`config.mk`:
```
export PLATFORM = sky130hd
export DESIGN_NAME = bus_rr_arbiter
export DESIGN_NICKNAME = d
export VERILOG_FILES = /design/src/rtl/bus_rr_arbiter.sv
export SDC_FILE = /design/constraint.sdc
export NUM_CORES = 1
export LEC_CHECK = 0
export ABC_AREA = 1
export BUFFER_PORTS_ARGS = -buffer_cell sky130_fd_sc_hd__buf_4
export CORE_UTILIZATION = 45
export DETAILED_ROUTE_END_ITERATION = 8
export GPL_TIMING_DRIVEN = 0
export PLACE_DENSITY = 0.75
export SETUP_SLACK_MARGIN = 0.02
export SLEW_MARGIN = 20
export SYNTH_ARGS = -nofsm -noshare
export SYNTH_HDL_FRONTEND = slang
export SYNTH_SLANG_ARGS = --single-unit
```
`constraint.sdc`:
```
create_clock -name clk_i -period 1.5 [get_ports clk_i]
set_input_delay 0.3 -clock clk_i [delete_from_list [all_inputs] [get_ports clk_i]]
set_output_delay 0.3 -clock clk_i [all_outputs]
set_load 0.02 [all_outputs]
```
`src/rtl/bus_rr_arbiter.sv`:
```
// bus_rr_arbiter: round-robin coherence-bus arbiter with an urgent class and a grant held until xfer_done.
// Optional watchdog revoke of a stuck grant is built when BUS_ARB_WATCHDOG_EN is defined.
module bus_rr_arbiter #(
   parameter int NUM_CPUS = 4,
   parameter int IDW = $clog2(NUM_CPUS),
   parameter int TIMEOUT = 10000
) (
   input  logic                clk_i,
   input  logic                rst_i,
   input  logic [NUM_CPUS-1:0] req_i,
   input  logic [NUM_CPUS-1:0] req_urgent_i,
   input  logic                snoop_stall_i,
   input  logic                xfer_done_i,
   output logic [NUM_CPUS-1:0] gnt_o,
   output logic [IDW-1:0]      gnt_id_o,
   output logic                gnt_valid_o,
   output logic                timeout_err_o
);
   typedef enum logic [1:0] {IDLE, OWNED, TURN} state_t;
   state_t state_q, state_d;
   logic [NUM_CPUS-1:0] gnt_q, gnt_d, cand;
   logic [IDW-1:0] id_q, id_d, ptr_q, ptr_d, win;
   logic found, expire, done;

   function automatic logic [IDW-1:0] wrap(input int k);
      return IDW'(k >= NUM_CPUS ? k - NUM_CPUS : k);
   endfunction

   // Urgent requests, when present, are the only candidates; scan starts at ptr.
   always_comb begin
      cand = |(req_i & req_urgent_i) ? (req_i & req_urgent_i) : req_i;
      win = '0;
      found = 1'b0;
      for (int i = 0; i < NUM_CPUS; i++) begin
         if (!found && cand[wrap(int'(ptr_q) + i)]) begin
            win = wrap(int'(ptr_q) + i);
            found = 1'b1;
         end
      end
   end

   assign done = xfer_done_i | expire;

   always_comb begin
      state_d = state_q;
      gnt_d = gnt_q;
      id_d = id_q;
      ptr_d = ptr_q;
      if (state_q == IDLE && |req_i && !snoop_stall_i) begin
         state_d = OWNED;
         gnt_d = NUM_CPUS'(1) << win;
         id_d = win;
      end else if (state_q == OWNED && done) begin
         state_d = TURN;
         gnt_d = '0;
         ptr_d = wrap(int'(id_q) + 1);
      end else if (state_q == TURN) begin
         state_d = IDLE;
      end
   end

   always_ff @(posedge clk_i) begin
      if (rst_i) begin
         state_q <= IDLE;
         gnt_q <= '0;
         id_q <= '0;
         ptr_q <= '0;
      end else begin
         state_q <= state_d;
         gnt_q <= gnt_d;
         id_q <= id_d;
         ptr_q <= ptr_d;
      end
   end

`ifdef BUS_ARB_WATCHDOG_EN
   localparam int CW = $clog2(TIMEOUT + 1);
   logic [CW-1:0] cnt_q;
   logic err_q;
   // A completion arriving in the expiry cycle wins over the watchdog.
   assign expire = state_q == OWNED && cnt_q == CW'(TIMEOUT - 1) && !xfer_done_i;

   always_ff @(posedge clk_i) begin
      if (rst_i) begin
         cnt_q <= '0;
         err_q <= 1'b0;
      end else begin
         cnt_q <= state_q == OWNED ? cnt_q + 1'b1 : '0;
         err_q <= err_q | expire;
      end
   end

   assign timeout_err_o = err_q;
`else
   assign expire = 1'b0;
   assign timeout_err_o = 1'b0;
`endif

   assign gnt_o = gnt_q;
   assign gnt_id_o = id_q;
   assign gnt_valid_o = |gnt_q;
endmodule

```
==> results of run 1 <==
==> worst reg2reg max path, stage by stage, from the launching register on <==
cell and delay [ns]:
dfxtp_4 0.42, buf_6 0.12, nor2_4 0.03, nand3_2 0.06
nand2_1 0.07, nor2_2 0.17, nand3_2 0.14, nor2_2 0.15
nand2_1 0.07, nand3_2 0.11, nand3_1 0.09, a21oi_1 0.13
==> layer usage <==
metal,global-route usage,vias up
met1,0.330,514
met5,0,-
met4,0.0824,0
li1,-,542
met3,0.0471,8
met2,0.458,41
==> how the worst max path moves through the flow <==
stage,endpoint,slack (ns)
after CTS,gnt_o[2],-0.06
after detailed placement,gnt_o[1],-0.34
after global placement,gnt_o[1],-0.34
after global routing,gnt_o[0],-0.24
after floorplan,gnt_o[0],0.01
final,gnt_o[3],-0.19
==> power by group through the flow <==
| stage | clock [W] | sequential, W | combinational (W) |
|---|---|---|---|
| floorplan | 0 | 0.000341 | 0.000346 |
| global placement | 0 | 0.000322 | 0.000491 |
| detailed placement | 0 | 0.000325 | 0.000499 |
| CTS | 0.000255 | 0.000325 | 0.000573 |
| global route | 0.000264 | 0.000330 | 0.000722 |
| finish | 0.000248 | 0.000328 | 0.000677 |
==> registers in the layout, summed over array words and instances (netlist names) <==
| name | count |
|---|---|
| state_q | 2 |
| gnt_o | 4 |
| ptr_q | 2 |
| gnt_id_o | 2 |
==> metrics by stage <==
stage	area (sq um)	setup TNS, ns
2_1_floorplan	987	0
3_3_place_gp	1150	-1.81
3_5_place_dp	1150	-1.91
4_1_cts	1330	-0.202
5_1_grt	1450	-1.41
6_report	1450	-0.926
==> repair_timing <==
item,4_1_cts,5_1_grt
pin swaps,21,6
buffers inserted,9,5
resized for setup,27,19
hold endpoints to repair,0,0
endpoints found under the setup margin,7,7
hold buffers,0,0
==> cells in the final DEF, fill, tap and decap left out, drive strengths merged, types with 5 or more instances in the layout <==
master  synthesis  routed
inv            13      13
a21oi           5       5
dfxtp          10      10
o21ai           6       6
buf             2      33
nand2          45      45
clkbuf          1       5
nand3          29      29
nor2           20      20
==> area by class of cell <==
type,instances,area share
Timing Repair Buffer,31,0.169
Buffer,3,0.0156
Multi-Input combinational cell,117,0.586
Tap cell,25,0.0216
Sequential cell,10,0.146
Clock buffer,4,0.0251
Inverter,13,0.0372
==> cell families after synthesis <==
group / count (synthesis) / synth area share
simple gates: 101 / 0.603
buf+inv: 16 / 0.0727
compound gates: 14 / 0.0867
flops: 10 / 0.224
xor+xnor: 1 / 0.00979
other cells: 1 / 0.00419
==> flow_metrics.env, run 1 <==
export IMPL_area_growth_pct=61.7
export IMPL_route_detailed_drc=0
export IMPL_fin_crit_sh=1.12
export IMPL_n_fill_cell=133
export IMPL_grt_pass1_wl_microns=4110
export IMPL_syn_area_sq_um=895
export IMPL_htree_levels=1
export IMPL_rr_worst_depth=11
export IMPL_cap_violations=0
export IMPL_p_int_w=0.000719
export IMPL_dieWidth_microns=46.6
export IMPL_avgSynthCellArea_sq_um=6.26
export IMPL_cts_buffers=3
export IMPL_routedLengthMet1_microns=1220
export IMPL_synth_distinct_cells=27
export IMPL_total_power_w=0.00125
export IMPL_violations="negative setup slack"
export IMPL_drive_above_1_share=0.601
export IMPL_synth_edf_count=0
export IMPL_synth_most_common_cell="nand2_1"
export IMPL_place_gp_congestion=0.893
export IMPL_num_nets_final=191
export IMPL_ir_worst_vdd_v=0.000812
export IMPL_outcome="complete, but fails checks"
export IMPL_synth_area_leaders="dfxtp_1, nand3_1, nand2_1, nand2_2, nor2_1"
export IMPL_min_delay_path_class="in -> reg"
export IMPL_grt_max_degree=11
export IMPL_top_layer="met4"
export IMPL_path_cells="buf_4 -> nand2_8 -> nand2_8 -> nor2_8 -> nand2_2 -> nand3_1 -> nand2_1 -> nor2_2 -> nand3_2 -> nor2_2 -> nand2_1 -> nand3_2 -> nand3_1 -> a21oi_1"
export IMPL_crit_cells=14
export IMPL_min_to="state_q[1]"
export IMPL_worst_pin_slew_ns=0.547
export IMPL_ff_latch_area_sq_um=211
export IMPL_start_kind="primary input"
export IMPL_worst_path_buf_inv=1
export IMPL_ys_ff_latch=10
export IMPL_ys_warn_count=0
export IMPL_hold_depth=3
export IMPL_first_pass_iters=4
export IMPL_clk_latency_ns=0.27
export IMPL_final_setup_viol_count=7
export IMPL_synth_common_cells="nand2_1, nand3_1, nand2_2, nor2_1"
export IMPL_critPathArrivalTime_ns=1.88
export IMPL_wl_met2_microns=1590
export IMPL_worstPathRequired_ns=1.70
export IMPL_avgRoutedWirePerCell_microns=14.9
export IMPL_p_sw_frac=0.426
export IMPL_min_period_ns=1.69
export IMPL_leakagePower_nw=0.689
export IMPL_ant_nets=0
export IMPL_critical_path_class="in -> reg"
export IMPL_cts_tree="done"
export IMPL_pwr_share_comb=0.541
export IMPL_grt_overflow_total=0
export IMPL_synth_seq_area_share=0.224
export IMPL_crit_fanout=6
export IMPL_vias=1105
export IMPL_synth_top_cell_by_area="dfxtp_1"
export IMPL_synthArstFlopShare=0
export IMPL_clock_sinks=10
export IMPL_start_util=0.497
export IMPL_seqPwrFrac=0.262
export IMPL_finalHoldViolations=0
export IMPL_worstReg2RegEnd="gnt_o[3]"
export IMPL_die_y_microns=46.6
export IMPL_finalMaxSlewViolations=0
export IMPL_cts_root_buffer="clkbuf_4"
export IMPL_cpLargestDelayFamily="simple AND/OR/NAND/NOR gates"
export IMPL_ios=20
export IMPL_finalCoreUtilization=0.803
export IMPL_dp_hpwl_microns=1750
export IMPL_met3_length_microns=159
export IMPL_grt_usage=0.266
export IMPL_layout_setup_ws_ns=-0.185
export IMPL_clockBufferDepth=2
export IMPL_netlist_instances=143
export IMPL_dp_slack_ns=-0.342
export IMPL_hp_start="xfer_done_i"
export IMPL_ys_flop_type="dfxtp_1"
export IMPL_antenna_found_initial=0
export IMPL_power_density_nw_per_um2=866
export IMPL_fmax_mhz=593
export IMPL_coreArea_sq_um=1800
export IMPL_port_buffers=17
export IMPL_maxSlewHeadroom=0.633
export IMPL_r2r_slack_ns=-0.15
export IMPL_die_area_sq_um=2170
export IMPL_synth_top_area_share=0.224
export IMPL_drtIter0Drc=32
export IMPL_multi_input_area_sq_um=847
export IMPL_placedCellCount=185
export IMPL_drt_wl_total_microns=3030
export IMPL_p_clk_frac=0.198
export IMPL_finalClockSkew_ns=0.000807
export IMPL_cpPeakStageDelay_ns=0.16
export IMPL_num_antenna_cells=0
export IMPL_endpoint_kind="register"
export IMPL_crit_start="req_i[2]"
export IMPL_rsz0062_at_grt="true"
export IMPL_grt_pass1_vias=976
export IMPL_stdcell_count=203
export IMPL_r2r_start="ptr_q[0]"
export IMPL_row_count=15
export IMPL_clk_pin_slew_ns=0.07
export IMPL_viasPerCell=5.44
export IMPL_syn_nets=155
export IMPL_switching_power_w=0.000534
export IMPL_crit_slowest_cell="nor2_8"
export IMPL_timing_hold_ws_ns=0.285
Note: power is estimated with default switching activity, not from simulation.
==> run 2: changes to the inputs <==
- BUFFER_PORTS_ARGS: -buffer_cell sky130_fd_sc_hd__buf_4 -> not set
- DONT_BUFFER_PORTS: not set -> 1
- PLACE_DENSITY: 0.75 -> 0.66
==> run 2 against run 1 <==
Net effect: final cell count shrank 11%; combinational power decreased by 24%; sequential share of layout area grew 2.6 points; maximum frequency is 0.85% higher; the run still ends with negative setup slack left; first-iteration DRC count decreased by 9.4%; die area did not move; wire length down 17%; flip-flop and latch count is the same; clock skew grew 0.0024 ns; non-clock buffer count down 23.
==> flow_metrics.env, run 2 (synthesis gave the netlist of run 1 again) <==
export IMPL_drive_above_1_share=0.477
export IMPL_min_period_ns=1.67
export IMPL_worstPathRequired_ns=1.64
export IMPL_finalClockSkew_ns=0.00323
export IMPL_outcome="complete, but fails checks"
export IMPL_ios=20
export IMPL_met3_length_microns=140
export IMPL_htree_levels=1
export IMPL_crit_slowest_cell="dfxtp_4"
export IMPL_cpLargestDelayFamily="simple AND/OR/NAND/NOR gates"
export IMPL_first_pass_iters=4
export IMPL_pwr_share_comb=0.463
export IMPL_hold_buffers=0
export IMPL_layout_setup_ws_ns=-0.171
export IMPL_cpPeakStageDelay_ns=0.39
export IMPL_route_detailed_drc=0
export IMPL_die_area_sq_um=2170
export IMPL_finalCoreUtilization=0.681
export IMPL_rsz0062_at_grt="true"
export IMPL_drtIter0Drc=29
export IMPL_critPathArrivalTime_ns=1.81
export IMPL_p_int_w=0.000642
export IMPL_path_cells="nor2_4 -> nor2_4 -> buf_4 -> nand3_1 -> nand3_2 -> buf_4 -> nor3_2 -> nor2_2 -> nand3_1 -> a21oi_2"
export IMPL_ant_nets=0
export IMPL_start_kind="register"
export IMPL_dp_hpwl_microns=1690
export IMPL_violations="negative setup slack"
export IMPL_total_power_w=0.00112
export IMPL_avgRoutedWirePerCell_microns=13.9
export IMPL_clk_pin_slew_ns=0.07
export IMPL_grt_pass1_wl_microns=3930
export IMPL_final_setup_viol_count=7
export IMPL_grt_usage=0.259
export IMPL_row_count=15
export IMPL_drt_wl_total_microns=2500
export IMPL_dieWidth_microns=46.6
export IMPL_wl_met2_microns=1360
export IMPL_n_fill_cell=162
export IMPL_grt_pass1_vias=937
export IMPL_grt_overflow_total=0
export IMPL_endpoint_kind="register"
export IMPL_clock_sinks=10
export IMPL_final_cell_mix="nand2_1, nand3_1, nand2_2"
export IMPL_min_delay_path_class="in -> reg"
export IMPL_grt_max_degree=11
export IMPL_fin_crit_sh=1.11
export IMPL_viasPerCell=5.52
export IMPL_antenna_found_initial=0
export IMPL_leakagePower_nw=0.561
export IMPL_place_gp_congestion=0.894
export IMPL_seqPwrFrac=0.318
export IMPL_cts_root_buffer="clkbuf_4"
export IMPL_num_antenna_cells=0
export IMPL_top_layer="met4"
export IMPL_cts_tree="done"
export IMPL_cts_buffers=3
export IMPL_switching_power_w=0.000473
export IMPL_worst_path_buf_inv=2
export IMPL_finalMaxSlewViolations=0
export IMPL_coreArea_sq_um=1800
export IMPL_fmax_mhz=599
export IMPL_clk_latency_ns=0.27
export IMPL_die_y_microns=46.6
export IMPL_power_density_nw_per_um2=908
export IMPL_port_buffers=0
export IMPL_crit_fanout=5
export IMPL_largest_reg_flops=4
export IMPL_clockBufferDepth=2
export IMPL_routedLengthMet1_microns=905
export IMPL_ir_worst_vdd_v=0.000996
export IMPL_final_common_cell="nand2_1"
export IMPL_num_nets_final=168
export IMPL_p_sw_frac=0.425
export IMPL_critical_path_class="reg -> reg"
export IMPL_p_clk_frac=0.219
export IMPL_cap_violations=0
export IMPL_start_util=0.497
export IMPL_area_growth_pct=37.2
export IMPL_finalHoldViolations=0
export IMPL_vias=993
==> run 2: cell count changes in the layout (fill, tap and decap cells not counted), sizes merged <==
cell	previous run	this run
buf	33	10
==> run 2: path summary, 6_finish.rpt <==
| check | slack [ns] | cells after the start | start | to |
|---|---|---|---|---|
| setup / recovery | -0.17 | 10 | ptr_q[0] | gnt_o[0] |
| hold / removal | 0.20 | 2 | xfer_done_i | state_q[1] |
| setup reg to reg | -0.17 | 10 | ptr_q[0] | gnt_o[0] |
| hold reg to reg | 0.53 | 2 | state_q[0] | state_q[1] |
==> run 2: per-stage QoR <==
| step | hold WS (ns) | TNS, ns | instances | instance area, sq um | setup slack (ns) |
|---|---|---|---|---|---|
| 2_1_floorplan | 0.452 | 0 | 143 | 987 | 0.0123 |
| 3_3_place_gp | 0.458 | -0.940 | 168 | 1020 | -0.193 |
| 3_5_place_dp | 0.474 | -1.11 | 168 | 1020 | -0.226 |
| 4_1_cts | 0.195 | -0.129 | 177 | 1170 | -0.0469 |
| 5_1_grt | 0.241 | -1.05 | 180 | 1230 | -0.239 |
| 6_report | 0.197 | -0.575 | 180 | 1230 | -0.171 |
==> run 2: what timing repair did <==
| action | in CTS | in global routing |
|---|---|---|
| endpoints found under the setup margin | 7 | 7 |
| pin swaps | 7 | 8 |
| buffers inserted | 5 | 3 |
| gates resized for setup | 27 | 8 |
| hold endpoints to repair | 0 | 0 |
==> run 2: layout make-up <==
class | count | area, sq um | share of cell area
Buffer | 3 | 22.5 | 0.0183
Clock buffer | 4 | 36.3 | 0.0296
Inverter | 13 | 56.3 | 0.0459
Multi-Input combinational cell | 117 | 810 | 0.660
Sequential cell | 10 | 211 | 0.172
Tap cell | 25 | 31.3 | 0.0255
Timing Repair Buffer | 8 | 60.1 | 0.0489
==> run 2: per-layer routing <==
layer / up-vias / global-route usage
met3: 10 / 0.0353
li1: 494 / -
met4: 0 / 0.141
met2: 35 / 0.467
met5: - / 0
met1: 454 / 0.286
==> run 2: power by group through the flow <==
stage	sequential (W)	clock, W	combinational, W
after detailed placement	0.000348	0	0.000404
after global routing	0.000358	0.000252	0.000562
final	0.000355	0.000244	0.000517
after CTS	0.000348	0.000247	0.000472
after floorplan	0.000341	0	0.000346
after global placement	0.000347	0	0.000396
